===== src/rtl/button_bounce_gen.sv =====
// ---------------------------------------------------------------------------
// button_bounce_gen
//
// Emulates a mechanical push-button contact so a debouncer can be exercised
// in simulation or on a board. When the requested clean level (target)
// differs from the emitted contact level (noisy), the block makes the first
// transition immediately. It then adds 2*N_BOUNCES extra toggles, each
// separated by a gap of GAP_MIN + (random 0 .. 2^GAP_BITS-1) cycles. It
// waits HOLD quiet cycles and then pulses settled.
//
// Parameters
//   N_BOUNCES  extra toggle pairs per level change (0..15)
//   GAP_MIN    minimum cycles between consecutive transitions (1..65535)
//   GAP_BITS   width of the random gap extension (0..8, 0 = fixed gap)
//   HOLD       quiet cycles after the last transition before settled
//   SEED       LFSR reset value (nonzero)
//
// Ports
//   clk        single clock, rising edge
//   reset      asynchronous, active-high reset
//   target     clean requested button level, synchronous to clk
//   bounce_en  1 = emulate bounce, 0 = noisy follows target directly
//   noisy      emulated contact signal (registered)
//   busy       high while a burst or its settle window is in progress
//   settled    one-cycle pulse once noisy has been quiet for HOLD cycles
//   state_dbg  current FSM state (0 = IDLE, 1 = BOUNCE, 2 = SETTLE)
// ---------------------------------------------------------------------------
module button_bounce_gen #(
    parameter int          N_BOUNCES = 2,
    parameter int          GAP_MIN   = 4,
    parameter int          GAP_BITS  = 4,
    parameter int          HOLD      = 8,
    parameter logic [15:0] SEED      = 16'hACE1
) (
    input  logic       clk,
    input  logic       reset,
    input  logic       target,
    input  logic       bounce_en,
    output logic       noisy,
    output logic       busy,
    output logic       settled,
    output logic [1:0] state_dbg
);

    // Largest gap the random extension can produce.
    localparam int GAP_MAX = GAP_MIN + (1 << GAP_BITS) - 1;
    localparam int GW      = $clog2(GAP_MAX + 1);
    localparam int HW      = $clog2(HOLD + 1);
    // One shared down-counter times both the inter-transition gaps and the
    // settle window, so it is sized for whichever of the two is longer.
    localparam int CW      = (GW > HW) ? GW : HW;
    // Enough for 2*15 remaining toggles.
    localparam int RW      = 5;

    // Selects the low GAP_BITS bits of the LFSR. With GAP_BITS = 0 the mask
    // is all zeros and the gap collapses to GAP_MIN.
    localparam logic [15:0] EXT_MASK = 16'((32'd1 << GAP_BITS) - 32'd1);

    // Galois feedback mask for x^16 + x^14 + x^13 + x^11 + 1.
    localparam logic [15:0] LFSR_MASK = 16'hB400;

    typedef enum logic [1:0] {
        IDLE   = 2'd0,
        BOUNCE = 2'd1,
        SETTLE = 2'd2
    } state_t;

    state_t         state;
    logic [15:0]    lfsr;
    logic [15:0]    lfsr_next;
    logic [15:0]    gap_ext;
    logic [CW-1:0]  gap_val;
    logic [CW-1:0]  tmr;
    logic [RW-1:0]  remain;

    assign state_dbg = state;

    // The LFSR free-runs from reset; its value at the edge of a transition
    // picks the gap that leads to the next transition.
    always_comb begin
        lfsr_next = {1'b0, lfsr[15:1]};
        if (lfsr[0]) begin
            lfsr_next = lfsr_next ^ LFSR_MASK;
        end
    end

    always_comb begin
        gap_ext = lfsr & EXT_MASK;
        gap_val = CW'(GAP_MIN) + CW'(gap_ext);
    end

    // Timer convention: a value v loaded at edge t expires at edge t+v.
    // The action happens on the edge where the timer reads 1, which gives
    // exactly v cycles between the two events.
    always_ff @(posedge clk or posedge reset) begin
        if (reset) begin
            state   <= IDLE;
            noisy   <= 1'b0;
            busy    <= 1'b0;
            settled <= 1'b0;
            lfsr    <= SEED;
            tmr     <= '0;
            remain  <= '0;
        end else begin
            lfsr    <= lfsr_next;
            settled <= 1'b0;

            case (state)
                IDLE: begin
                    if (!bounce_en) begin
                        // Pass-through mode: no burst, no settled pulse.
                        noisy <= target;
                    end else if (target != noisy) begin
                        // The first transition happens on this very edge.
                        noisy  <= target;
                        remain <= RW'(2 * N_BOUNCES);
                        busy   <= 1'b1;
                        if (N_BOUNCES == 0) begin
                            state <= SETTLE;
                            tmr   <= CW'(HOLD);
                        end else begin
                            state <= BOUNCE;
                            tmr   <= gap_val;
                        end
                    end
                end

                BOUNCE: begin
                    // target and bounce_en are ignored until back in IDLE.
                    if (tmr == CW'(1)) begin
                        noisy  <= ~noisy;
                        remain <= remain - RW'(1);
                        if (remain == RW'(1)) begin
                            // Even number of toggles after the first
                            // transition, so noisy ends at the entry target.
                            state <= SETTLE;
                            tmr   <= CW'(HOLD);
                        end else begin
                            tmr <= gap_val;
                        end
                    end else begin
                        tmr <= tmr - CW'(1);
                    end
                end

                SETTLE: begin
                    if (tmr == CW'(1)) begin
                        // Back to IDLE on the pulse edge, so a pending target
                        // difference starts a new burst on the next edge.
                        settled <= 1'b1;
                        busy    <= 1'b0;
                        state   <= IDLE;
                        tmr     <= '0;
                    end else begin
                        tmr <= tmr - CW'(1);
                    end
                end

                default: begin
                    state <= IDLE;
                    busy  <= 1'b0;
                    tmr   <= '0;
                end
            endcase
        end
    end

endmodule

===== config.mk =====
export PLATFORM = sky130hd
export DESIGN_NAME = button_bounce_gen
export DESIGN_NICKNAME = d
export VERILOG_FILES = /design/src/rtl/button_bounce_gen.sv
export SDC_FILE = /design/constraint.sdc
export NUM_CORES = 1
export LEC_CHECK = 0
export ABC_AREA = 1
export BUFFER_PORTS_ARGS = -buffer_cell sky130_fd_sc_hd__clkbuf_2
export CORE_ASPECT_RATIO = 0.8
export CORE_UTILIZATION = 39
export DETAILED_ROUTE_END_ITERATION = 16
export PLACE_DENSITY = 0.66
export SYNTH_ARGS = -nofsm -noshare
export SYNTH_HDL_FRONTEND = slang
export SYNTH_SLANG_ARGS = --single-unit

===== constraint.sdc =====
create_clock -name clk -period 2.96 [get_ports clk]
set_input_delay 0.296 -clock clk [delete_from_list [all_inputs] [get_ports clk]]
set_output_delay 0.296 -clock clk [all_outputs]
set_load 0.05 [all_outputs]

Yosys cells after proc, flatten, opt, wreduce, memory -nomap -nowiden

Index checks and enable logic that the tools add are counted.

Input bits: 4
Logic and storage cells: 58
Register bits after elaboration: 31

Multiplexer cells: 27
Reduce and logical (&&, ||, !) cells: 7
Bitwise operators: 3
Add/sub/neg operators: 3
Eq/ne operators: 11

Operators by type and width:

| operator              | number |
|---|---|
| $mux W5               | 8 |
| $mux W16              | 1 |
| $pmux W5 S3           | 1 |
| $eq A5 B1 Y1 const B  | 2 |
| $mux W2               | 5 |
| $ne A2 B2 Y1 const B  | 5 |
| $pmux W5 S2           | 1 |
| $sub A5 B1 Y5 const B | 2 |
| $mux W1               | 8 |
| $reduce_and A4 Y1     | 2 |
| $pmux W2 S3           | 1 |
| $add A3 B4 Y5 const A | 1 |
| $reduce_and A5 Y1     | 1 |
| $not A3 Y4            | 1 |
| $ne A3 B3 Y1 const B  | 1 |
| $pmux W1 S3           | 1 |
| $reduce_and A3 Y1     | 1 |
| $eq A2 B1 Y1 const B  | 1 |
| $eq A2 B2 Y1 const B  | 1 |
| $logic_not A2 Y1      | 1 |
| $not A1 Y1            | 2 |
| $pmux W1 S2           | 1 |
| $reduce_and A2 Y1     | 1 |
| $reduce_bool A2 Y1    | 1 |
| $ne A1 B1 Y1          | 1 |

Logic depth before layout (Yosys ltp)

Gate-level depths: netlist (run 1).

Depth after elaboration: 4
Depth in mapped cells: 11
Gate-level depth less buffers: 11

Worst setup path before layout (run 1)

OpenSTA, ideal clock, no wires.

Kind: reg-to-reg
Start point: reg state[0] (netlist: state_dbg[0])
End point: reg remain[3]
Data required time: 2.843 ns
Data arrival time: 1.358 ns
Stages on the path, launching flop included: 8
Path slack: 1.484 ns
Buffers on the path: 0
Cell sequence: dfrtp_1 > inv_2 > nor2_4 > inv_4 > nor2_8 > nand3_2 > o21ai_1 > nor2_1

Word-level cells in the longest chain between the ends: 3

RTL lines:

| element                                                             | RTL line | text |
|---|---|---|
| from (decl)                                                         | 68       | `state_t state;` |
| from (signal assigned)                                              | 97       | `state <= IDLE;` |
| from (signal assigned)                                              | 119      | `state <= SETTLE;` |
| from (signal assigned)                                              | 122      | `state <= BOUNCE;` |
| $eq A2 B1 Y1 / $logic_not A2 Y1 (equally long branches)             | 108      | `case (state)` |
| $ne A2 B2 Y1 (no line) / $reduce_bool A2 Y1 (equally long branches) | -        |  |
| $reduce_and A4 Y1 (no line)                                         | -        |  |
| to (signal assigned)                                                | 116      | `remain <= RW'(2 * N_BOUNCES);` |
| to (signal assigned)                                                | 132      | `remain <= remain - RW'(1);` |
| to (decl)                                                           | 74       | `logic [RW-1:0] remain;` |

Several ways; a longest one is shown, not always the timed one.
A chain may end at the register's enable or synchronous reset.

Worst setup path in the final report (run 1)

Start point: reg tmr[1]
End point: reg tmr[4]

Word-level cells in the longest chain between the ends: 3

RTL lines:

| element                                              | RTL line | text |
|---|---|---|
| from (decl)                                          | 73       | `logic [CW-1:0] tmr;` |
| from (signal assigned)                               | 120      | `tmr <= CW'(HOLD);` |
| from (signal assigned)                               | 123      | `tmr <= gap_val;` |
| from (signal assigned)                               | 137      | `tmr <= CW'(HOLD);` |
| $sub A5 B1 Y5 / $eq A5 B1 Y1 (equally long branches) | -        |  |
| $mux W5, on equally long branches                    | 147, 130 |  |
| $pmux W5 S3 *                                        | 108      |  |

Mark *: on every way between the ends. The rest lies on a longest branch, timed or not.

==> metrics, run 1 <==
Max-Slew Margin vs Limit=0.311; post-cts hold buffer count=0; remaining global-route overflow=0; cells traversed along the worst timing path=inv_1, ha_1, inv_1, nor2_1, nand2_2, nand2_1, nand2_1, nand3_1, nand2_1, nand2_1, nand2_1; reg2reg start=tmr[1]; cell with the largest stage delay on the worst path=dfrtp_1; power density over the cells=1050 mW/mm^2; post-layout worst setup margin=1.47 ns; Reg area=786 sq um; CP startpoint=tmr[1]; fill count=330; Max Buffers Root-to-Sink=2; post-route cell area=between 0.0015 and 0.002 sq mm; Area growth syn-to-layout=14.7%; share of synthesized area occupied by flip-flops and latches=0.544; FFs w/ async S/R, synth=1.00; met3 GRT Util=0.0700; number of port buffers=8; actual transition at the worst max-transition pin=1.03 ns; ports placed on the boundary=9; average cell area after synthesis=8.75 sq um; Reg2Reg Setup Slack=~1.5 ns; Area contributors post-synth=dfrtp_1 (40%), nand2_1 (15%), dfstp_2 (15%); largest net degree at the start of global routing=30; area of the die=approximately 0.0040 sq mm; crit start category=flip-flop; share of cells above drive strength 1=0.236; final setup violation count=0; cell type contributing the most total cell area after synthesis=dfrtp_1; vias in the first global route=1024; global-route layer with the greatest usage=met2; number of distinct library cells after synthesis=19; routed len/inst=10.9 um; TNS Setup=0 ns; clock latency on the worst-skew pair=0.29 ns; vias per inst=4.68; met1 Usage GRT=0.193; Leak=0.000915 uW; total detailed-routing wirelength=roughly 2400 um; endpoint required time on the critical path=about 3.1 ns; combinational power share=0.426; global-route wire length before repair=4580 um; cell type with the highest occurrence count on the critical path=nand2_1; DRC viols=0; clock tree root buffer cell=clkbuf_8; H-tree depth reported by CTS=2; cell internal power dissipation=between 900 and 1000 uW; DRT iter0 DRCs=58; register clock-pin slew on the reported worst setup and hold paths=~0.070 ns; Critical Path Sink Type=flip-flop; worst hold margin=0.228 ns; placement-stage worst setup slack=between 1.5 and 2 ns; TritonCTS Sinks=31; switching power share of the total=0.427; most frequent cell after synthesis=nand2_1; Cell Rows=19; data arrival time of the worst path=1.66 ns; number of antenna violations at the first check in global routing=0; Primary FF master, synth=dfrtp_1; count of instances resized after the clock tree is built=0; Multi-input gate area=562 sq um; post-detailed-placement cell area=0.00154 sq mm; NetSw=745 uW; met2 usage=0.236; period utilization=0.504; synth warn=0; starting density of the core=0.413; fraction of synthesized cell area taken by the top area cell type=0.399; share of total power in the clock network=0.235; flop and latch count out of synthesis=31; total inserted antenna cells=0; number of flops mapped to enable cells by yosys=0; worst IR drop on VDD=0.343 mV; DP HPWL=1750 um; setup repair after global routing missed its margin=no; longest individual stage delay on the worst path=0.38 ns; fmax=0.670 GHz; via count of the routed design=1048; Final min period=1.49 ns; Max Slew Vio Count=0; GP Congestion=0.860; Sequential Power Share=0.339; overall die width=around 70 um; Final Hold Violating Endpoints=0; total global-route track usage=0.156; startpoint-to-endpoint class of the critical path=flip-flop to flip-flop; floorplan die height=about 56 um; Cells after Synth=165; Clock Skews=0.00900 ns; top cells by instance count after synthesis=nand2_1 (57), dfrtp_1 (23), inv_1 (17), nor2_1 (11), nand3_1 (10); Hold/Removal Path Class=input port to async pin; Antenna Violating Nets Remaining=0; number of buffers created by CTS=5; maxcap violations=0; Final nets=190; drt first pass iters=4; count of buffers added by post-CTS timing repair for setup=0; Worst Path Max Fanout=5; net count after synthesis=174; cell area after synthesis=~0.0014 sq mm; total core area=0.00349 sq mm; status=finished clean; clock tree from TritonCTS=yes
## critical path, delay by kind of cell, from the launching register on
family | cells | cell delay, ns
and+or+nand+nor | 8 | 0.69
DFF | 1 | 0.38
buffers and inverters | 2 | 0.13
adders and majority gates | 1 | 0.18
## kinds of logic (layout without fill, tap and decap cells)
family                     count (synthesis)  in the layout  share of synthesized area
AOI/OAI and AO/OA                         10             10                     0.0373
xor gates and xnor gates                   7              7                     0.0425
adders and majority gates                  5              5                     0.0433
buffers and inverters                     25             42                     0.0667
DFF                                       31             31                      0.544
and+or+nand+nor                           87             87                      0.266
## layout by cell type (no fill, tap or decap), types with 2 or more instances in the layout
master    synthesis  routed
nand2_1          57      57
dfrtp_1          23      23
inv_1            17      17
nor2_1           11      11
nand3_1          10      10
clkbuf_2          0       8
dfstp_2           8       8
inv_2             7       7
xor2_1            7       7
o21ai_1           7       7
ha_1              5       5
clkbuf_8          0       5
nand2_2           3       3
nor2_2            2       2
o21ai_0           2       2
## sequential cells by signal, indices dropped and copies added (netlist names)
register   cells
busy           1
state_dbg      2
remain         5
lfsr          16
tmr            5
settled        1
noisy          1
## final timing paths
path,cells after the start,to
max,11,tmr[4]
min,2,remain[0]
max reg2reg,11,tmr[4]
min reg2reg,0,lfsr[3]
max in group asynchronous,3,lfsr[11]
min in group clk,5,noisy
## power by group through the flow
stage | clock, uW | sequential (uW) | combinational, uW
floorplan | 0 | 667 | 522
global placement | 0 | 594 | 717
detailed placement | 0 | 599 | 738
CTS | 424 | 592 | 749
global route | 446 | 608 | 844
finish | 410 | 591 | 743
## layout make-up
class	instances	share of cell area
clock buffers	5	0.0415
clock inverters	3	0.0264
inverters	25	0.0582
multi-input cells	109	0.339
flip-flops and latches	31	0.474
well taps	42	0.0317
repair buffers	9	0.0287
## metal layers
metal	vias up	wire length [um]
met1	496	1220
met5	-	0
met3	5	91
met2	14	1090
met4	0	33
li1	533	-
## metrics by stage
step           std cells  total power (uW)   util
2_1_floorplan        165              1190      -
4_1_cts              224              1760  0.474
3_3_place_gp         216              1310  0.442
6_report             224              1740  0.474
3_5_place_dp         216              1340  0.442
5_1_grt              224              1900  0.474
No activity file was read; power rests on OpenSTA's default activity.
==> run 2, diff against run 1 <==
==> constraint.sdc (replaced) <==
create_clock -name clk -period 1.4 [get_ports clk]
set_input_delay 0.14 -clock clk [delete_from_list [all_inputs] [get_ports clk]]
set_output_delay 0.14 -clock clk [all_outputs]
set_load 0.05 [all_outputs]
==> metrics, run 2 (same netlist as run 1, synthesis figures left out) <==
remaining global-route overflow=0 (unchanged); period utilization=0.996 (+0.492); crit start category=flip-flop; via count of the routed design=1075 (+2.6%); number of flip-flops under the largest register name=16 (unchanged); share of total power in the clock network=0.181 (-0.054); Critical Path Sink Type=flip-flop; Max Buffers Root-to-Sink=2 (unchanged); worst hold margin=0.197 ns (-0.0305 ns); cell type with the highest occurrence count on the critical path=inv_2; NetSw=1670 uW (+120%); status=finished clean; crit-path leading delay family=simple AND/OR/NAND/NOR gates; total core area=0.00349 sq mm (unchanged); Sequential Power Share=0.343 (+0.004); post-detailed-placement cell area=0.00156 sq mm (+1.1%); combinational power share=0.476 (+0.050); worst IR drop on VDD=0.859 mV (+150%); DRC viols=0 (unchanged); final core occ=0.497 (+0.0229); cell internal power dissipation=2060 uW (+110%); Area growth syn-to-layout=20.3%; clock tree root buffer cell=clkbuf_8; Final min period=1.39 ns (-0.0976 ns); Clock Skews=0.00689 ns (-0.00211 ns); Cell Rows=19 (unchanged); number of port buffers=8 (unchanged); share of cells above drive strength 1=0.332 (+0.0953); floorplan die height=56.4 um (unchanged); maxcap violations=0 (unchanged); Final Hold Violating Endpoints=0 (unchanged); drt first pass iters=4 (unchanged); Final nets=195 (+2.6%); fmax=0.717 GHz (+7.0%); actual transition at the worst max-transition pin=0.391 ns (-0.641 ns); TritonCTS Sinks=31 (unchanged); ports placed on the boundary=9 (unchanged); clock latency on the worst-skew pair=0.28 ns (about the same); longest individual stage delay on the worst path=0.39 ns (about the same); leading cell type in the layout, fill and taps excluded=nand2_1; largest net degree at the start of global routing=32 (+6.7%); total detailed-routing wirelength=2680 um (+9.8%); area of the die=0.00395 sq mm (unchanged); Max Slew Vio Count=0 (unchanged); DP HPWL=1760 um (+1.0%); cells traversed along the worst timing path=inv_2, ha_4, inv_2, nor2_4, nand2_4, nor2_8, nand3_2, o21ai_1, nor2_1; power density over the cells=2150 mW/mm^2 (+100%); global-route wire length before repair=4580 um (unchanged); overall die width=70.0 um (unchanged); data arrival time of the worst path=1.57 ns (-0.09 ns); startpoint-to-endpoint class of the critical path=flip-flop to flip-flop; starting density of the core=0.413 (unchanged); post-route cell area=0.00174 sq mm (+4.8%); clock tree from TritonCTS=yes; WP buf/inv=2 (unchanged); number of buffers created by CTS=5 (unchanged); total global-route track usage=0.151 (-0.00581); vias per inst=4.69 (+0.34%); total inserted antenna cells=0 (unchanged); setup repair after global routing missed its margin=yes; GP Congestion=0.844 (-1.9%); Worst Path Max Fanout=5 (unchanged); routed len/inst=11.7 um (+7.4%); most frequent cells in the layout=nand2_1 (54), dfrtp_1 (20), inv_1 (13); final setup violation count=0 (unchanged); switching power share of the total=0.449 (+0.0217); Leak=0.000930 uW (+1.6%); H-tree depth reported by CTS=2 (unchanged); number of antenna violations at the first check in global routing=0 (unchanged); largest register by flop count=lfsr; endpoint required time on the critical path=1.58 ns (-1.55 ns); DRT iter0 DRCs=70 (+21%); Max-Slew Margin vs Limit=0.740 (+0.428); largest registers in the final layout=lfsr x16, remain x5, tmr x5; register clock-pin slew on the reported worst setup and hold paths=0.07 ns (about the same); vias in the first global route=1093 (+6.7%); Hold/Removal Path Class=input port to flip-flop; Antenna Violating Nets Remaining=0 (unchanged); cell with the largest stage delay on the worst path=dfrtp_1
-- run 2: cell types whose count changed in the layout (fill, tap and decap cells not counted), sizes merged --
cell,delta
clkbuf,+1
dlygate4sd3,+1
buf,+4
clkinvlp,+1
bufinv,-1
clkinv,-1
-- run 2: routing by layer --
layer  track usage  up-vias  share of wire
met5             0        -              0
met3        0.0485        6          0.040
met1         0.194      500           0.48
met2         0.228       20           0.47
li1              -      549              -
met4        0.0743        0          0.013
-- run 2: final cells by class --
class	count	area, sq um
inverter	25	98.8
sequential	31	790
multi-input combinational	109	623
tap	42	52.6
fill	326	1760
clock inverter	2	12.5
timing repair buffer	14	87.6
clock buffer	6	72.6
-- run 2: metrics by stage --
step	setup TNS, ns	setup slack [ns]	std cells	power, uW
global placement	0	0.0213	218	2820
floorplan	0	0.00576	165	2520
detailed placement	-0.0227	-0.0120	218	2870
global route	-0.261	-0.0742	229	4070
finish	0	0.00518	229	3730
CTS	0	0.00763	228	3590
-- run 2: power by group through the flow --
| stage | Sequential (uW) | Combinational, uW | Clock (uW) |
|---|---|---|---|
| final | 1280 | 1780 | 673 |
| after detailed placement | 1270 | 1600 | 0 |
| after global routing | 1310 | 2040 | 725 |
| after global placement | 1260 | 1560 | 0 |
| after floorplan | 1420 | 1100 | 0 |
| after CTS | 1260 | 1640 | 689 |
-- run 2: what timing repair did --
item | CTS | global route
resized for setup | 3 | 17
hold endpoints to repair | 23 | 0
buffers inserted | 1 | 1
setup endpoints to repair | 10 | 14
hold buffers | 1 | 0
pin swaps | 3 | 7
-- run 2: tightest hold or removal path: stages --
cell	delay, ns
clkbuf_2	0.10
nand2_1	0.05
o21ai_0	0.06
nand2_1	0.05
nand2_1	0.05
-- run 2: final timing paths --
kind / start / endpoint / slack (ns) / cells past startpoint
setup reg to reg: tmr[1] / remain[3] / 0.005 / 9
max in group asynchronous: reset / lfsr[15] / 0.62 / 4
setup / recovery: tmr[1] / remain[3] / 0.005 / 9
hold / removal: target / noisy / 0.20 / 5
hold reg to reg: lfsr[6] / lfsr[5] / 0.36 / 0
min in group asynchronous: reset / remain[4] / 0.46 / 4
